$ cat src/rtl/counter_chain_ctrl.sv
// counter_chain_ctrl: command sequencer for the chained counter datapath.
// Accepts CLEAR / LOAD / COUNT over valid/ready, drives the shared ld/inc/data
// strobes, and latches a sticky fault on datapath error or illegal op.
// Optional: define CTRL_INC_TALLY_EN to add the saturating inc_total counter.
module counter_chain_ctrl #(
    parameter int STAGES = 3,
    parameter int WIDTH  = 3,
    parameter int CNT_W  = 8
) (
    input  logic                      clk,
    input  logic                      rst,
    input  logic                      cmd_valid,
    output logic                      cmd_ready,
    input  logic [1:0]                cmd_op,
    input  logic [STAGES*WIDTH-1:0]   cmd_arg,
    output logic                      cnt_inc,
    output logic                      cnt_ld,
    output logic [WIDTH-1:0]          cnt_data,
    input  logic                      cnt_error,
    output logic                      busy,
    output logic                      done,
    output logic                      fault,
    output logic [1:0]                fault_code
`ifdef CTRL_INC_TALLY_EN
    ,
    output logic [15:0]               inc_total
`endif
);

    localparam int DW = STAGES * WIDTH;
    localparam int SW = $clog2(STAGES + 1);
    localparam int RW = (CNT_W > SW) ? CNT_W : SW;

    localparam logic [1:0] OP_CLEAR = 2'b00;
    localparam logic [1:0] OP_LOAD  = 2'b01;
    localparam logic [1:0] OP_COUNT = 2'b10;

    typedef enum logic [1:0] {S_IDLE, S_LOAD, S_COUNT, S_FAULT} state_t;

    state_t           state, state_n;
    logic [RW-1:0]    rem, rem_n;     // strobes still to issue after the current one
    logic [DW-1:0]    sh, sh_n;       // remaining LOAD digits, most significant at top
    logic             accept;
    logic [CNT_W-1:0] n_arg;

    logic             ld_n, inc_n, busy_n, done_n, fault_n, ready_n;
    logic [WIDTH-1:0] data_n;
    logic [1:0]       code_n;

    assign accept = cmd_valid && cmd_ready;
    assign n_arg  = cmd_arg[CNT_W-1:0];

    // State, sequencing counters and all registered outputs
    always_ff @(posedge clk) begin
        if (rst) begin
            state      <= S_IDLE;
            rem        <= '0;
            sh         <= '0;
            cnt_ld     <= 1'b0;
            cnt_inc    <= 1'b0;
            cnt_data   <= '0;
            busy       <= 1'b0;
            done       <= 1'b0;
            fault      <= 1'b0;
            fault_code <= 2'b00;
            cmd_ready  <= 1'b1;
        end else begin
            state      <= state_n;
            rem        <= rem_n;
            sh         <= sh_n;
            cnt_ld     <= ld_n;
            cnt_inc    <= inc_n;
            cnt_data   <= data_n;
            busy       <= busy_n;
            done       <= done_n;
            fault      <= fault_n;
            fault_code <= code_n;
            cmd_ready  <= ready_n;
        end
    end

    // Next state; datapath error outranks everything outside FAULT
    always_comb begin
        state_n = state;
        rem_n   = rem;
        sh_n    = sh;
        case (state)
            S_IDLE: begin
                if (cnt_error) begin
                    state_n = S_FAULT;
                end else if (accept) begin
                    case (cmd_op)
                        OP_CLEAR: state_n = S_IDLE;
                        OP_LOAD: begin
                            state_n = S_LOAD;
                            rem_n   = RW'(STAGES - 1);
                            sh_n    = cmd_arg << WIDTH;
                        end
                        OP_COUNT: begin
                            if (n_arg != '0) begin
                                state_n = S_COUNT;
                                rem_n   = RW'(n_arg) - RW'(1);
                            end
                        end
                        default: state_n = S_FAULT;
                    endcase
                end
            end
            S_LOAD: begin
                if (cnt_error)        state_n = S_FAULT;
                else if (rem == '0)   state_n = S_IDLE;
                else begin
                    rem_n = rem - RW'(1);
                    sh_n  = sh << WIDTH;
                end
            end
            S_COUNT: begin
                if (cnt_error)        state_n = S_FAULT;
                else if (rem == '0)   state_n = S_IDLE;
                else                  rem_n = rem - RW'(1);
            end
            default: begin
                if (accept && cmd_op == OP_CLEAR) state_n = S_IDLE;
            end
        endcase
    end

    // Output values for the next cycle, derived from the state being entered
    always_comb begin
        ld_n    = (state_n == S_LOAD);
        inc_n   = (state_n == S_COUNT);
        busy_n  = ld_n || inc_n;
        ready_n = (state_n == S_IDLE) || (state_n == S_FAULT);
        data_n  = '0;
        if (ld_n)
            data_n = (state == S_IDLE) ? cmd_arg[DW-1 -: WIDTH] : sh[DW-1 -: WIDTH];
        // any arrival in IDLE other than an idle cycle is a normal completion
        done_n  = (state_n == S_IDLE) && ((state != S_IDLE) || accept);
        fault_n = (state_n == S_FAULT);
        code_n  = fault_code;
        if (state_n != S_FAULT)
            code_n = 2'b00;
        else if (state != S_FAULT)
            code_n = cnt_error ? 2'b01 : 2'b10;
    end

`ifdef CTRL_INC_TALLY_EN
    // Saturating tally of inc strobes, cleared after any accepted CLEAR
    always_ff @(posedge clk) begin
        if (rst)
            inc_total <= '0;
        else if (accept && cmd_op == OP_CLEAR)
            inc_total <= '0;
        else if (cnt_inc && inc_total != 16'hFFFF)
            inc_total <= inc_total + 16'd1;
    end
`endif

endmodule
$ cat config.mk
export PLATFORM = sky130hd
export DESIGN_NAME = counter_chain_ctrl
export DESIGN_NICKNAME = d
export VERILOG_FILES = /design/src/rtl/counter_chain_ctrl.sv
export SDC_FILE = /design/constraint.sdc
export NUM_CORES = 1
export LEC_CHECK = 0
export BUFFER_PORTS_ARGS = -buffer_cell sky130_fd_sc_hd__buf_2
export CORE_MARGIN = 1
export CORE_UTILIZATION = 50
export DETAILED_ROUTE_END_ITERATION = 10
export PLACE_DENSITY = 0.78
export SYNTH_ARGS = -nofsm -noshare
export SYNTH_HDL_FRONTEND = slang
export SYNTH_SLANG_ARGS = --single-unit
$ cat constraint.sdc
create_clock -name clk -period 2.1 [get_ports clk]
set_clock_uncertainty 0.05 [all_clocks]
set_input_delay 0.42 -clock clk [delete_from_list [all_inputs] [get_ports clk]]
set_output_delay 0.42 -clock clk [all_outputs]
set_load 0.03 [all_outputs]
==> results.yml, run 1 <==
cts:
  ctsHtreeMaxLevel: 1
  clk_pin_slew_ns: 0.16
  clk_latency_ns: 0.35
  cts_buffer_depth: 2
  cts_made_buffers: 3
  cts.sinks: 27
  root_buffer: "clkbuf_4"
  cts_tree: "yes"
flow_run:
  cap_viol_max_count: 0
placed_design:
  post_dp_cell_area_sq_mm: 0.00206
  gp_congestion: 0.845
  port_buffers: 25
  dp_hpwl_mm: 2.97
route:
  routed-via-count: 1496
  wl_per_cell_um: 14.1
  drtAntennaViolNets: 0
  drc_errors: 0
  drtPass1Iterations: 5
  viasPerCell: 5.29
  routed_wl_mm: 4.00
  drt_iter0_markers: 48
layout:
  post-route-util_pct: 71.7
  areaGrowthSynthToFinish_pct: 33.8
  post-route-cell-area_sq_mm: 0.00222
  multi_input_area_sq_mm: 0.00113
  nets: 267
  fillers: 240
  drive_gt1_share_pct: 43.1
  antenna_cells: 0
  regArea_sq_um: 544
floorplanning:
  core_sq_mm: 0.00310
  die_h_um: 59.6
  initial_core_util_pct: 53.5
  die-area_sq_mm: 0.00356
  rows: 20
  die_x_um: 59.6
  io-pin-count: 26
logic_synthesis:
  synth_mux_area_share_pct: 8.06
  syn_nets: 205
  ys_warn_count: 0
  synth-edff-count: 0
  synth_simple_gate_area_share_pct: 20.8
  synth_compound_area_share_pct: 18.0
  netlist_area_sq_mm: 0.00166
  synth_area_per_cell_sq_um: 9.33
  yosys.area.top_type: "dfxtp_1"
  synthAdderAreaFrac_pct: 9.04
  synth_ff_type: "dfxtp_1"
  synth_top_family_by_area: "simple AND/OR/NAND/NOR gates"
  synth_async_sr_flop_share_pct: 0
  synthTopCellsByArea: "dfxtp_1 33%, ha_1 9.0%, mux2i_1 6.0%, xnor2_1 5.3%, nor2_1 4.1%"
  synth_top_area_share_pct: 32.5
  synthCells: 178
  ys_seq_elements: 27
  yosysSeqAreaShare_pct: 32.5
  synthDistinctLibCells: 41
  synth_xor_area_share_pct: 6.33
power:
  p_sw_mw: 1.51
  power_density_mw_per_mm2: 1570
  power_frac_comb_pct: 70.1
  p_int_mw: 1.97
  switching_share_pct: 43.3
  seq_power_share_pct: 22.7
  leakagePower_nw: 1.02
  irDropWorstVdd_mv: 0.711
  pwr-share-clk_pct: 7.2
critical_path:
  crit_path_end_kind: "register"
  rrSetupSlack_ns: 0.03
  reg2reg_from: "rem[0]"
  cp-start-kind: "register"
  cp.required_ns: 2.36
  reg2reg_depth: 10
  cp.arrival_ns: 2.33
  crit_fanout: 3
  path_class: "register to register"
  reg2reg_to: "busy"
grt:
  grt_pass1_vias: 1414
  grt_pass1_wl_mm: 6.26
  grt.total_usage_pct: 23.5
  grt_max_degree: 22
  grt_antenna_before_repair: 0
  grt_overflow: 0
worst_hold_path:
  hold_path.startpoint: "cmd_arg[8]"
  hold_path_end: "cnt_data[2]"
  whs_path_depth: 3
  hp-class: "primary input to register"
timing:
  max_freq_mhz: 484
  slew_headroom_pct: 63.5
  grt_setup_unrepaired: "yes"
  period_minus_slack_ns: 2.07
  tightest_slew_ns: 0.543
  slew_viol_final: 0
  setup_viol: 0
  fin_crit_sh_pct: 98.4
  final_hold_viol_count: 0
outcome:
  outcome: "complete, no violations"
## how the worst max path moves through the flow
stage,from,end,slack [ns],cells after the start
5_1_grt,rem[0],busy,-0.02,10
6_report,rem[0],busy,0.03,10
3_5_place_dp,cmd_arg[0],cmd_ready,-0.21,9
4_1_cts,rem[1],busy,-0.02,10
2_1_floorplan,cmd_arg[0],cmd_ready,0.002,8
3_3_place_gp,cmd_arg[5],cmd_ready,-0.17,7
## synthesized netlist by cell type (4+ instances only)
cell / instances
dfxtp_1: 27
nor2_1: 18
inv_1: 13
ha_1: 12
mux2i_1: 10
xnor2_1: 10
nand2_1: 9
nor3b_1: 8
a21oi_1: 7
a221oi_2: 4
nand2b_1: 4
nor2b_1: 4
nor3_1: 4
## worst max-delay path, stage by stage, from the launching register on
cell      delay [ns]
dfxtp_2         0.35
inv_2           0.07
ha_4            0.13
nor3b_4         0.22
nand2_2         0.10
a21o_1          0.18
a221oi_2        0.29
a21oi_2         0.07
ha_1            0.28
or2_4           0.23
inv_1           0.05
## area by class of cell
class | instances | share of cell area, %
multi-input cells | 132 | 51.0
clock inverters | 1 | 0.394
inverters | 13 | 2.19
clock buffers | 3 | 1.01
well taps | 44 | 2.48
flip-flops and latches | 27 | 24.5
repair buffers | 63 | 18.5
## layout by cell type, fill, tap and decap left out, types with 3 or more instances in the layout
cell      instances
a21oi_1           5
a221oi_2          4
a22oi_1           3
a31oi_1           3
buf_2            25
buf_4            38
clkbuf_4          3
dfxtp_1          24
dfxtp_2           3
ha_1              9
inv_1             9
inv_2             4
mux2_2            3
mux2i_1          10
nand2_1           9
nor2_1           18
nor2b_1           4
nor3_1            4
nor3_2            3
nor3b_1           5
o21ai_0           3
o22ai_1           3
xnor2_1          10
## registers in the layout (all words and copies together) (netlist names)
signal / cells
cnt_ld: 1
sh: 6
done: 1
cnt_data: 3
busy: 1
cnt_inc: 1
fault_code: 2
rem: 8
fault: 1
state: 2
cmd_ready: 1
## through the flow
stage | TNS, ns | total power, mW | hold slack [ns] | std cells | setup WS [ns]
3_3_place_gp | -0.808 | 2.82 | 0.415 | 272 | -0.172
6_report | 0 | 3.48 | 0.247 | 283 | 0.0330
4_1_cts | -0.0415 | 3.27 | 0.245 | 279 | -0.0208
5_1_grt | -0.0427 | 3.70 | 0.240 | 283 | -0.0213
3_5_place_dp | -1.47 | 2.89 | 0.430 | 272 | -0.213
2_1_floorplan | 0 | 2.28 | 0.408 | 178 | 0.00196
## metal layers
metal | GRT usage, % | routed length (um) | vias to the layer above
met1 | 28.4 | 1620 | 698
met2 | 42.2 | 2140 | 42
met4 | 7.97 | 80 | 0
li1 | - | - | 749
met3 | 3.49 | 149 | 7
met5 | 0 | 0 | -
## logic make-up (layout without fill, tap and decap cells)
logic type | after synthesis | count (layout)
AND/OR/NAND/NOR | 59 | 59
AO/OA/AOI/OAI | 36 | 36
flip-flops | 27 | 27
buffers and inverters | 19 | 80
multiplexers | 13 | 13
adder cells (fa/ha/maj) | 12 | 12
XOR/XNOR | 12 | 12
## power by group through the flow
stage,combinational [mW],clock (mW),sequential [mW]
finish,2.44,0.249,0.792
global route,2.61,0.279,0.809
global placement,2.04,0,0.781
floorplan,1.33,0,0.947
CTS,2.23,0.257,0.783
detailed placement,2.10,0,0.793
## repair_timing
action	in CTS	in global routing
buffers inserted	3	4
pin swaps	0	6
hold buffers	0	0
endpoints found under the setup margin	5	17
gates resized for setup	3	15
Power figures use the tool's default switching activity.
==> run 2, diff against run 1 <==
--- a/config.mk
+++ b/config.mk
@@ -9,6 +9,7 @@
 export CORE_MARGIN = 1
 export CORE_UTILIZATION = 50
 export DETAILED_ROUTE_END_ITERATION = 10
+export MAX_ROUTING_LAYER = met4
 export PLACE_DENSITY = 0.78
 export SYNTH_ARGS = -nofsm -noshare
 export SYNTH_HDL_FRONTEND = slang
==> results.yml, run 2 (synthesis results as in run 1) <==
outcome:
  outcome: "complete, no violations"
grt:
  grt_overflow: 0
  grt_pass1_vias: 1415
  grt_pass1_wl_mm: 6.26
  grt.total_usage_pct: 24.2
  grt_antenna_before_repair: 0
  grt_max_degree: 22
route:
  drtPass1Iterations: 5
  drc_errors: 0
  drtAntennaViolNets: 0
  drt_iter0_markers: 78
  routed_wl_mm: 3.98
  viasPerCell: 5.28
  wl_per_cell_um: 14.1
  routed-via-count: 1493
cts:
  clk_pin_slew_ns: 0.16
  cts_tree: "yes"
  ctsHtreeMaxLevel: 1
  clk_latency_ns: 0.35
  cts_made_buffers: 3
  cts_buffer_depth: 2
  holdBufCountCts: 0
  root_buffer: "clkbuf_4"
  cts.sinks: 27
critical_path:
  path_class: "register to register"
  rrSetupSlack_ns: 0.02
  cpPeakStageDelay_ns: 0.35
  crit_fanout: 3
  cp.arrival_ns: 2.33
  cp-start-kind: "register"
  cp.required_ns: 2.36
  crit_path_end_kind: "register"
  crit_slowest_cell: "dfxtp_2"
  crit_chain: "inv_2, ha_4, nor3b_4, nand2_2, a21o_1, a221oi_2, a21oi_2, ha_1, or2_4, inv_1"
placed_design:
  dp_hpwl_mm: 2.97
  gp_congestion: 0.859
  pre_cts_slack_ns: -0.213
  dpl.cell_count: 272
  port_buffers: 25
timing:
  fin_crit_sh_pct: 98.8
  period_minus_slack_ns: 2.08
  setup_slack_ns: 0.0249
  slew_headroom_pct: 63.6
  tns_ns: 0
  tightest_slew_ns: 0.541
  setup_viol: 0
  max_freq_mhz: 482
  final_hold_viol_count: 0
  slew_viol_final: 0
  grt_setup_unrepaired: "yes"
layout:
  multi_input_area_sq_mm: 0.00113
  regMostFlops: "rem"
  areaGrowthSynthToFinish_pct: 33.8
  fillers: 240
  antenna_cells: 0
  regArea_sq_um: 544
  reg_top3: "rem (8), sh (6), cnt_data (3)"
  largest_reg_flops: 8
  nets: 267
  fin_cells: 283
  final_cell_mix: "38 x buf_4, 25 x buf_2, 24 x dfxtp_1"
  drive_gt1_share_pct: 43.1
  final_common_cell: "buf_4"
flow_run:
  cap_viol_max_count: 0
worst_hold_path:
  hp-class: "primary input to register"
floorplanning:
  io-pin-count: 26
  die_h_um: 59.6
  initial_core_util_pct: 53.5
  rows: 20
  die_x_um: 59.6
  die-area_sq_mm: 0.00356
  core_sq_mm: 0.00310
power:
  power_mw: 3.48
  irDropWorstVdd_mv: 0.712
  power_density_mw_per_mm2: 1570
  leakagePower_nw: 1.02
run 2: routing by layer:
metal	GRT usage, %	up-vias	wire length (um)
met4	7.97	0	77
met2	42.2	38	2130
met3	3.49	7	136
met1	28.4	699	1640
met5	-	-	0
li1	-	749	-
run 2: cell type report:
class                   count  share of cell area, %
clock buffers               3                   1.01
clock inverters             1                  0.394
inverters                  13                   2.19
multi-input cells         132                   51.0
flip-flops and latches     27                   24.5
well taps                  44                   2.48
repair buffers             63                   18.5
run 2: worst paths after layout:
kind / to / depth (start not counted) / startpoint
worst max-delay path: busy / 10 / rem[0]
worst min register to register: fault_code[0] / 2 / fault_code[0]
worst max register to register: busy / 10 / rem[0]
worst min-delay path: cnt_data[2] / 3 / cmd_arg[8]
run 2: power by group:
| group | switching (mW) | internal, mW |
|---|---|---|
| Sequential | 0.116 | 0.676 |
| Combinational | 1.22 | 1.22 |
| Clock | 0.170 | 0.0782 |
| Total | 1.51 | 1.97 |
run 2: repair_timing:
action	in CTS	in global routing
buffers inserted	3	4
hold endpoints to repair	0	0
gates cloned	0	0
resized for setup	3	15
pin swaps	0	6
setup endpoints to repair	5	17
run 2: worst max-delay path, delay by kind of cell, from the launching register on:
| kind | cells | cell delay (ns) |
|---|---|---|
| buffers and inverters | 2 | 0.12 |
| AOI/OAI and AO/OA | 3 | 0.54 |
| adders and majority gates | 2 | 0.42 |
| and+or+nand+nor | 3 | 0.56 |
| DFF | 1 | 0.35 |
run 2: through the flow:
step / instance area, sq um / utilization, % / hold WS (ns)
after floorplan: 1680 / - / 0.408
after global placement: 2060 / 66.3 / 0.415
after detailed placement: 2060 / 66.3 / 0.430
after CTS: 2130 / 68.8 / 0.245
after global routing: 2220 / 71.7 / 0.240
final: 2220 / 71.7 / 0.248
